## src/rtl/nn_f2_maxpool_stream.sv

```systemverilog
// 2x2/stride-2 max-pool of one captured conv frame (four 8x8 maps of DW-bit values),
// streamed out as 64 pooled beats over valid/ready with map/row/col tags and frame framing.
module nn_f2_maxpool_stream #(
  parameter int DW   = 2,
  parameter int FM   = 8,
  parameter int NMAP = 4
) (
  input  logic                       clk,
  input  logic                       rst_n,
  input  logic                       in_valid,
  output logic                       in_ready,
  input  logic [NMAP/2*FM*FM*DW-1:0] in_a,
  input  logic [NMAP/2*FM*FM*DW-1:0] in_b,
  output logic                       out_valid,
  input  logic                       out_ready,
  output logic [DW-1:0]              out_data,
  output logic [1:0]                 out_map,
  output logic [1:0]                 out_row,
  output logic [1:0]                 out_col,
  output logic                       out_last,
  output logic                       frame_done
);

  localparam int BW = NMAP/2*FM*FM*DW;
  localparam int MW = FM*FM*DW;
  localparam int PW = FM/2;

  typedef enum logic [1:0] {IDLE, LOAD, STREAM} state_t;

  state_t          state_r, state_s;
  logic [2*BW-1:0] fbuf_r;
  logic [1:0]      map_nx_s, row_nx_s, col_nx_s;
  logic            last_nx_s;
  logic            xfer_s;

  // Unsigned max over the 2x2 window (r,c) of map m; map m owns slice [m*MW +: MW].
  function automatic logic [DW-1:0] pool_max(input logic [2*BW-1:0] fb,
                                             input logic [1:0] m,
                                             input logic [1:0] r,
                                             input logic [1:0] c);
    int base;
    int rr;
    int cc;
    logic [DW-1:0] e0, e1, e2, e3, mx;
    base = int'(m) * MW;
    rr   = 2 * int'(r);
    cc   = 2 * int'(c);
    e0 = fb[base + DW*(rr*FM + cc)       +: DW];
    e1 = fb[base + DW*(rr*FM + cc + 1)   +: DW];
    e2 = fb[base + DW*((rr+1)*FM + cc)   +: DW];
    e3 = fb[base + DW*((rr+1)*FM + cc+1) +: DW];
    mx = e0;
    if (e1 > mx) mx = e1;
    if (e2 > mx) mx = e2;
    if (e3 > mx) mx = e3;
    return mx;
  endfunction

  // Next-state decode.
  always_comb begin
    state_s = state_r;
    xfer_s  = out_valid & out_ready;
    case (state_r)
      IDLE: begin
        if (in_valid && in_ready) state_s = LOAD;
        else                      state_s = IDLE;
      end
      LOAD:   state_s = STREAM;
      STREAM: begin
        if (xfer_s && out_last) state_s = IDLE;
        else                    state_s = STREAM;
      end
      default: state_s = IDLE;
    endcase
  end

  // Beat order: col fastest, then row, then map.
  always_comb begin
    map_nx_s = out_map;
    row_nx_s = out_row;
    col_nx_s = out_col + 2'd1;
    if (out_col == 2'(PW-1)) begin
      col_nx_s = 2'd0;
      if (out_row == 2'(PW-1)) begin
        row_nx_s = 2'd0;
        map_nx_s = out_map + 2'd1;
      end else begin
        row_nx_s = out_row + 2'd1;
      end
    end else begin
      row_nx_s = out_row;
    end
    last_nx_s = (map_nx_s == 2'(NMAP-1)) && (row_nx_s == 2'(PW-1)) && (col_nx_s == 2'(PW-1));
  end

  // State, frame buffer and registered output beat.
  always_ff @(posedge clk or negedge rst_n) begin
    if (!rst_n) begin
      state_r    <= IDLE;
      in_ready   <= 1'b0;
      fbuf_r     <= '0;
      out_valid  <= 1'b0;
      out_data   <= '0;
      out_map    <= 2'd0;
      out_row    <= 2'd0;
      out_col    <= 2'd0;
      out_last   <= 1'b0;
      frame_done <= 1'b0;
    end else begin
      state_r    <= state_s;
      in_ready   <= (state_s == IDLE);
      frame_done <= 1'b0;
      case (state_r)
        IDLE: begin
          if (in_valid && in_ready) fbuf_r <= {in_b, in_a};
        end
        LOAD: begin
          out_map   <= 2'd0;
          out_row   <= 2'd0;
          out_col   <= 2'd0;
          out_data  <= pool_max(fbuf_r, 2'd0, 2'd0, 2'd0);
          out_last  <= 1'b0;
          out_valid <= 1'b1;
        end
        STREAM: begin
          if (xfer_s) begin
            if (out_last) begin
              out_valid  <= 1'b0;
              out_last   <= 1'b0;
              frame_done <= 1'b1;
            end else begin
              out_map  <= map_nx_s;
              out_row  <= row_nx_s;
              out_col  <= col_nx_s;
              out_data <= pool_max(fbuf_r, map_nx_s, row_nx_s, col_nx_s);
              out_last <= last_nx_s;
            end
          end
        end
        default: ;
      endcase
    end
  end

endmodule
```

## config.mk

```make
export PLATFORM = sky130hd
export DESIGN_NAME = nn_f2_maxpool_stream
export DESIGN_NICKNAME = d
export VERILOG_FILES = /design/src/rtl/nn_f2_maxpool_stream.sv
export SDC_FILE = /design/constraint.sdc
export NUM_CORES = 1
export LEC_CHECK = 0
export CELL_PAD_IN_SITES_DETAIL_PLACEMENT = 0
export CELL_PAD_IN_SITES_GLOBAL_PLACEMENT = 1
export CORE_ASPECT_RATIO = 1.5
export CORE_MARGIN = 10
export CORE_UTILIZATION = 25
export DETAILED_ROUTE_END_ITERATION = 16
export PLACE_DENSITY = 0.58
export SYNTH_ARGS = -nofsm -noshare
export SYNTH_HDL_FRONTEND = slang
export SYNTH_SLANG_ARGS = --single-unit
```

## constraint.sdc

```tcl
create_clock -name clk -period 7.49 [get_ports clk]
set_input_delay 2.247 -clock clk [delete_from_list [all_inputs] [get_ports clk]]
set_output_delay 2.247 -clock clk [all_outputs]
set_load 0.1 [all_outputs]
```

==> results of run 1 <==
## metrics by stage
step	utilization	worst slack [ps]	instance area, um^2	power (mW)	std cells
floorplan	-	967	24900	4.90	1710
global placement	0.319	673	31500	6.18	3428
detailed placement	0.320	692	31500	6.20	3429
CTS	0.339	665	33500	9.25	3531
global route	0.340	354	33500	9.53	3547
finish	0.340	706	33500	9.08	3549
## area by class of cell
class	instances	area, um^2
sequential	526	13200
timing repair buffer	554	5600
multi-input combinational	1039	11100
inverter	23	86.3
antenna	18	45.0
clock buffer	81	1670
fill	9527	65100
tap	1287	1610
clock inverter	21	289
## state kept, by name (all words and copies together), names as in the netlist
register    flops
out_valid       1
state_r         2
frame_done      1
out_data        2
out_last        1
out_col         2
in_ready        1
out_map         2
fbuf_r        512
out_row         2
## worst paths after layout
check / from / endpoint / slack, ps / cells after the start
setup / recovery: out_col[1] / out_data[0] / 710 / 28
hold reg to reg: fbuf_r[447] / fbuf_r[447] / 500 / 1
hold / removal: fbuf_r[447] / fbuf_r[447] / 500 / 1
setup reg to reg: out_col[1] / out_data[0] / 710 / 28
min in group asynchronous: rst_n / fbuf_r[158] / 1600 / 1
max in group asynchronous: rst_n / fbuf_r[271] / 4430 / 2
## worst register-to-register path, delay by kind of cell (launching register included)
kind | cells | cell delay (ps)
flip-flops | 1 | 440
AND/OR/NAND/NOR | 11 | 2400
AO/OA/AOI/OAI | 9 | 1990
buffers and inverters | 4 | 710
adder cells (fa/ha/maj) | 4 | 1120
## power groups by stage
stage | Combinational (mW) | Clock, mW | Sequential (mW)
finish | 3.20 | 2.98 | 2.90
global route | 3.43 | 3.19 | 2.90
CTS | 3.26 | 3.09 | 2.90
detailed placement | 3.25 | 0 | 2.95
global placement | 3.23 | 0 | 2.95
floorplan | 1.84 | 0 | 3.06
## per-layer routing
| metal | global-route usage | routed length, um | vias up |
|---|---|---|---|
| met5 | 0 | 220 | - |
| met1 | 0.189 | 37800 | 8749 |
| li1 | - | - | 7404 |
| met3 | 0.0443 | 5780 | 156 |
| met4 | 0.0553 | 2400 | 34 |
| met2 | 0.292 | 49500 | 481 |
## synth_stat cells, types with 13 or more instances
cell type  instances
clkbuf_1          73
mux4_2            89
nor2_1            23
buf_2             23
nand2_1           98
mux2_2           511
inv_1             22
o21ai_0           26
a21oi_1           19
mux2i_1           20
a211oi_1          27
nand3_1           21
ha_1              21
dfrtp_1          526
mux4_1            19
a31oi_1           13
nor2b_1           21
a311oi_1          17
## kinds of logic (layout without fill, tap and decap cells)
family | after synthesis | after routing | share of synthesized area
AOI/OAI and AO/OA | 154 | 154 | 0.0454
DFF | 526 | 526 | 0.529
xor gates and xnor gates | 2 | 2 | 0.000704
other | 0 | 18 | 0
adders and majority gates | 21 | 21 | 0.0106
muxes | 639 | 639 | 0.340
buffers and inverters | 145 | 679 | 0.0299
and+or+nand+nor | 223 | 223 | 0.0449
==> results.md, run 1 <==
- CP required: 7980 ps
- Clock Latency Late Sink: 630 ps
- RSZ-0062 raised after global routing: no
- CTS tree: built
- Row cnt: 141
- Antenna violations before repair: 47
- Slew @ Worst Pin: 1180 ps
- Combinational Power Share: 0.352
- Effective utilization at floorplan: 0.252
- Die width: 278 um
- Post-synth EDFFs: 0
- Reg power frac: 0.319
- Critical path's top delay family: simple AND/OR/NAND/NOR gates
- Sink Count: 526
- CP endpoint kind: flop
- Clock Path Buffers: 3
- I/O pin cnt: 528
- Final setup violation count: 0
- Ys async rst share: 1.00
- Status: complete, no violations
- Detailed Routing Iterations Pass 1: 5
- Final #Nets: 2738
- Hold Violations, Final: 0
- Layout cell share with drive strength beyond 1: 0.336
- Post-route ant nets: 0
- Part of the power in the clock network: 0.328
- Sw Share: 0.360
- Fin crit share: 0.906
- Synth warn: 0
- Pint: 5.81 mW
- Sequential area share after synthesis: 0.529
- Rel. slew slack: 0.210
- Hold Slack: 500 ps
- Post-CTS sizing: 0
- Critical Path AT: 7270 ps
- Commonest non-fill, non-tap cell in the layout: dfrtp_1
- Switch Pwr: 3.27 mW
- Wire per inst: 27.0 um
- Crit start category: flop
- P&R area growth vs syn: 34.6%
- Tot GR Track Use: 0.165
- Post-synth cell types: 77
- HP Class: reg -> reg
- # hold bufs at CTS: 0
- Syn Nets: 2247
- Number of buffers added on ports: 527
- Overflow after GRT: 0
- Avg Cell Area, Syn: 14.6 um^2
- Cts bufs inserted: 57
- Max Clock Skew: 26.2 ps
- Peak supply drop: 0.236 mV
- Pwr dens: 271 nW/um^2
- DRC: 0
- Post-route setup TNS: 0 ps
- Starting DRT DRC Count: 890
- Post-CTS Setup Inserts: 0
- Vias in the first global route: 18800
- Via count: 16800
- Die H: 406 um
- Clock Tree Root: clkbuf_16
- Pleak: 15.1 nW
- Clk pin slew, worst setup/hold paths: 60 ps
- Largest net degree at the start of global routing: 164
- First-pass GRT wire length: 137000 um
- Commonest non-fill, non-tap cells in the layout: dfrtp_1, clkdlybuf4s50_1, mux2_2, nand2_1, mux4_2
- Prevailing post-synth register cell: dfrtp_1
- Critical path's slowest cell: a311oi_1
- Final Max Slew Viols: 0
- Critical path class: reg -> reg
- Max cap viols: 0
- Synth top area share: 0.529
- GPL Wtd Cong: 0.858
- Syn Inst Count: 1710
- Post-Route WL: 95700 um
- Core area: 98600 um^2
- Buf/Inv on CP: 4
- Fmax: 147 MHz
- # H-tree levels: 2
- Yosys reg bits: 526
- Dpl hpwl: 72500 um
- Die ar.: 113000 um^2
- Synth area leaders: dfrtp_1, mux2_2, mux4_2
- Fin crit period: 6780 ps
- Largest stage delay on the critical path: 680 ps
- CP max FO: 39
- Vias per cell: 4.74
- Cell accounting for the most synthesized area: dfrtp_1
- Area of the mapped netlist: 24900 um^2
Note: power is estimated with default switching activity, not from simulation.
==> inputs of run 2 (changes only) <==
PLACE_DENSITY = 0.61   (was 0.58)
==> run 2 against run 1 <==
Compared with the run above:
- clock skew increased by 6.1 ps
- first-iteration DRC count increased by 2.2%
- worst setup slack improved by 24 ps
- cell count increased by 0.20%
- sequential share of layout area increased by 0.075 points
- hold slack got worse by 0.94 ps
- fmax increased by 0.35%
- non-clock buffer count increased by 3
- critical endpoint unchanged
- largest cell class unchanged
==> results.md, run 2 (synthesized netlist as in run 1, its figures left out) <==
- GPL Wtd Cong: 0.819
- Max cap viols: 0
- Min-delay src: fbuf_r[424]
- Tot GR Track Use: 0.160
- P&R area growth vs syn: 34.4%
- Max FFs per register: 512
- Layout cell share with drive strength beyond 1: 0.335
- Final setup violation count: 0
- # H-tree levels: 2
- CP required: 7990 ps
- CP endpoint kind: flop
- Vias per cell: 4.73
- Placed insts: 3432
- Via count: 16800
- Wire per inst: 26.3 um
- Clock Latency Late Sink: 640 ps
- Critical Path AT: 7260 ps
- Status: complete, no violations
- Pleak: 15.1 nW
- Starting DRT DRC Count: 910
- Crit start category: flop
- Fin crit period: 6760 ps
- RSZ-0062 raised after global routing: no
- Dpl hpwl: 71100 um
- Die H: 406 um
- Core area: 98600 um^2
- Pwr dens: 268 nW/um^2
- Largest net degree at the start of global routing: 182
- I/O pin cnt: 528
- Cts bufs inserted: 56
- Hold Slack: 499 ps
- Fin crit share: 0.903
- Row cnt: 141
- Vias in the first global route: 18700
- Post-Route WL: 93500 um
- Post-route ant nets: 0
- Slew @ Worst Pin: 1240 ps
- Layout Cells excl Fill: 3556
- Critical path class: reg -> reg
- Commonest non-fill, non-tap cells in the layout: dfrtp_1, clkdlybuf4s50_1, mux2_2, nand2_1, mux4_2
- Worst hold endpoint: fbuf_r[424]
- CP max FO: 85
- Fmax: 148 MHz
- Effective utilization at floorplan: 0.252
- Die ar.: 113000 um^2
- Max Clock Skew: 32.2 ps
- Clk pin slew, worst setup/hold paths: 60 ps
- Clock Tree Root: clkbuf_16
- Commonest non-fill, non-tap cell in the layout: dfrtp_1
- Sink Count: 526
- Antenna violations before repair: 41
- Overflow after GRT: 0
- Number of buffers added on ports: 527
- DRC: 0
- Worst Reg-to-Reg Cells: 24
- Final Max Slew Viols: 0
- Die width: 278 um
- Final #Nets: 2740
- Hold Violations, Final: 0
- Clock Path Buffers: 3
- Detailed Routing Iterations Pass 1: 6
- # hold bufs at CTS: 0
- First-pass GRT wire length: 134000 um
- Post-route setup TNS: 0 ps
- Peak supply drop: 0.348 mV
- Biggest register: fbuf_r
- HP Class: reg -> reg
- Post-CTS sizing: 0
- CTS tree: built
- Post-CTS Setup Inserts: 0
- R2r setup slk: 730 ps
- RR Endpoint: out_data[0]
- Worst hold stages: 1
- R2r startpoint: out_col[0]
- Rel. slew slack: 0.153
[run 2: cell count changes in the layout (fill, tap and decap cells not counted), sizes merged]
| cell | previous run | this run |
|---|---|---|
| clkinvlp | 3 | 4 |
| clkdlybuf4s50 | 523 | 524 |
| clkinv | 10 | 8 |
| diode | 18 | 22 |
| clkbuf | 81 | 80 |
| bufinv | 6 | 5 |
| buf | 31 | 33 |
| inv | 25 | 28 |
[run 2: worst max-delay path: stages (launching register included)]
cell and delay [ps]:
dfrtp_4 440, buf_12 480, buf_4 740, mux4_1 660
and2_1 210, a211oi_1 670, nor4_1 310, nand2_1 140
ha_1 270, nor2b_1 150, nand4_1 110, nand4_1 180
a21o_2 230, ha_1 320, nor2b_1 150, a21oi_1 180
a21oi_1 80, nor2_1 110, nand3_1 90, ha_1 300
inv_1 40, o22ai_1 190, nand2b_1 100, a2111oi_1 280
a21oi_1 110
[run 2: stage by stage]
step	power [mW]	worst slack, ps	area (um^2)	util
final	8.96	730	33500	0.339
after global routing	9.41	248	33400	0.339
after CTS	9.11	595	33400	0.339
after detailed placement	6.14	624	31500	0.319
after global placement	6.11	597	31500	0.319
after floorplan	4.90	967	24900	-
[run 2: layout make-up]
type / instances / area, um^2
timing repair buffer: 557 / 5590
clock buffer: 80 / 1600
antenna: 22 / 55.1
sequential: 526 / 13200
tap: 1287 / 1610
fill: 9573 / 65200
clock inverter: 22 / 294
multi-input combinational: 1039 / 11100
inverter: 23 / 86.3
[run 2: worst max path at each step]
| stage | to | from | depth (start not counted) | slack (ps) |
|---|---|---|---|---|
| floorplan | out_data[0] | out_col[0] | 34 | 970 |
| global placement | out_data[0] | out_col[0] | 24 | 600 |
| detailed placement | out_data[0] | out_col[0] | 24 | 620 |
| CTS | out_data[0] | out_col[0] | 24 | 600 |
| global route | out_data[0] | out_col[0] | 24 | 250 |
| finish | out_data[0] | out_col[0] | 24 | 730 |
[run 2: layer usage]
metal	global-route usage	wire length [um]	up-vias
li1	-	-	7400
met1	0.182	36100	8703
met2	0.283	48500	537
met3	0.0435	5880	161
met4	0.0603	2860	30
met5	0	208	-
[run 2: power breakdown]
part           internal [mW]  total, mW  switching (mW)  leakage, nW
sequential              2.86       2.90          0.0356         7.29
clock                   1.67       2.91            1.25        0.919
combinational           1.20       3.14            1.94         6.86
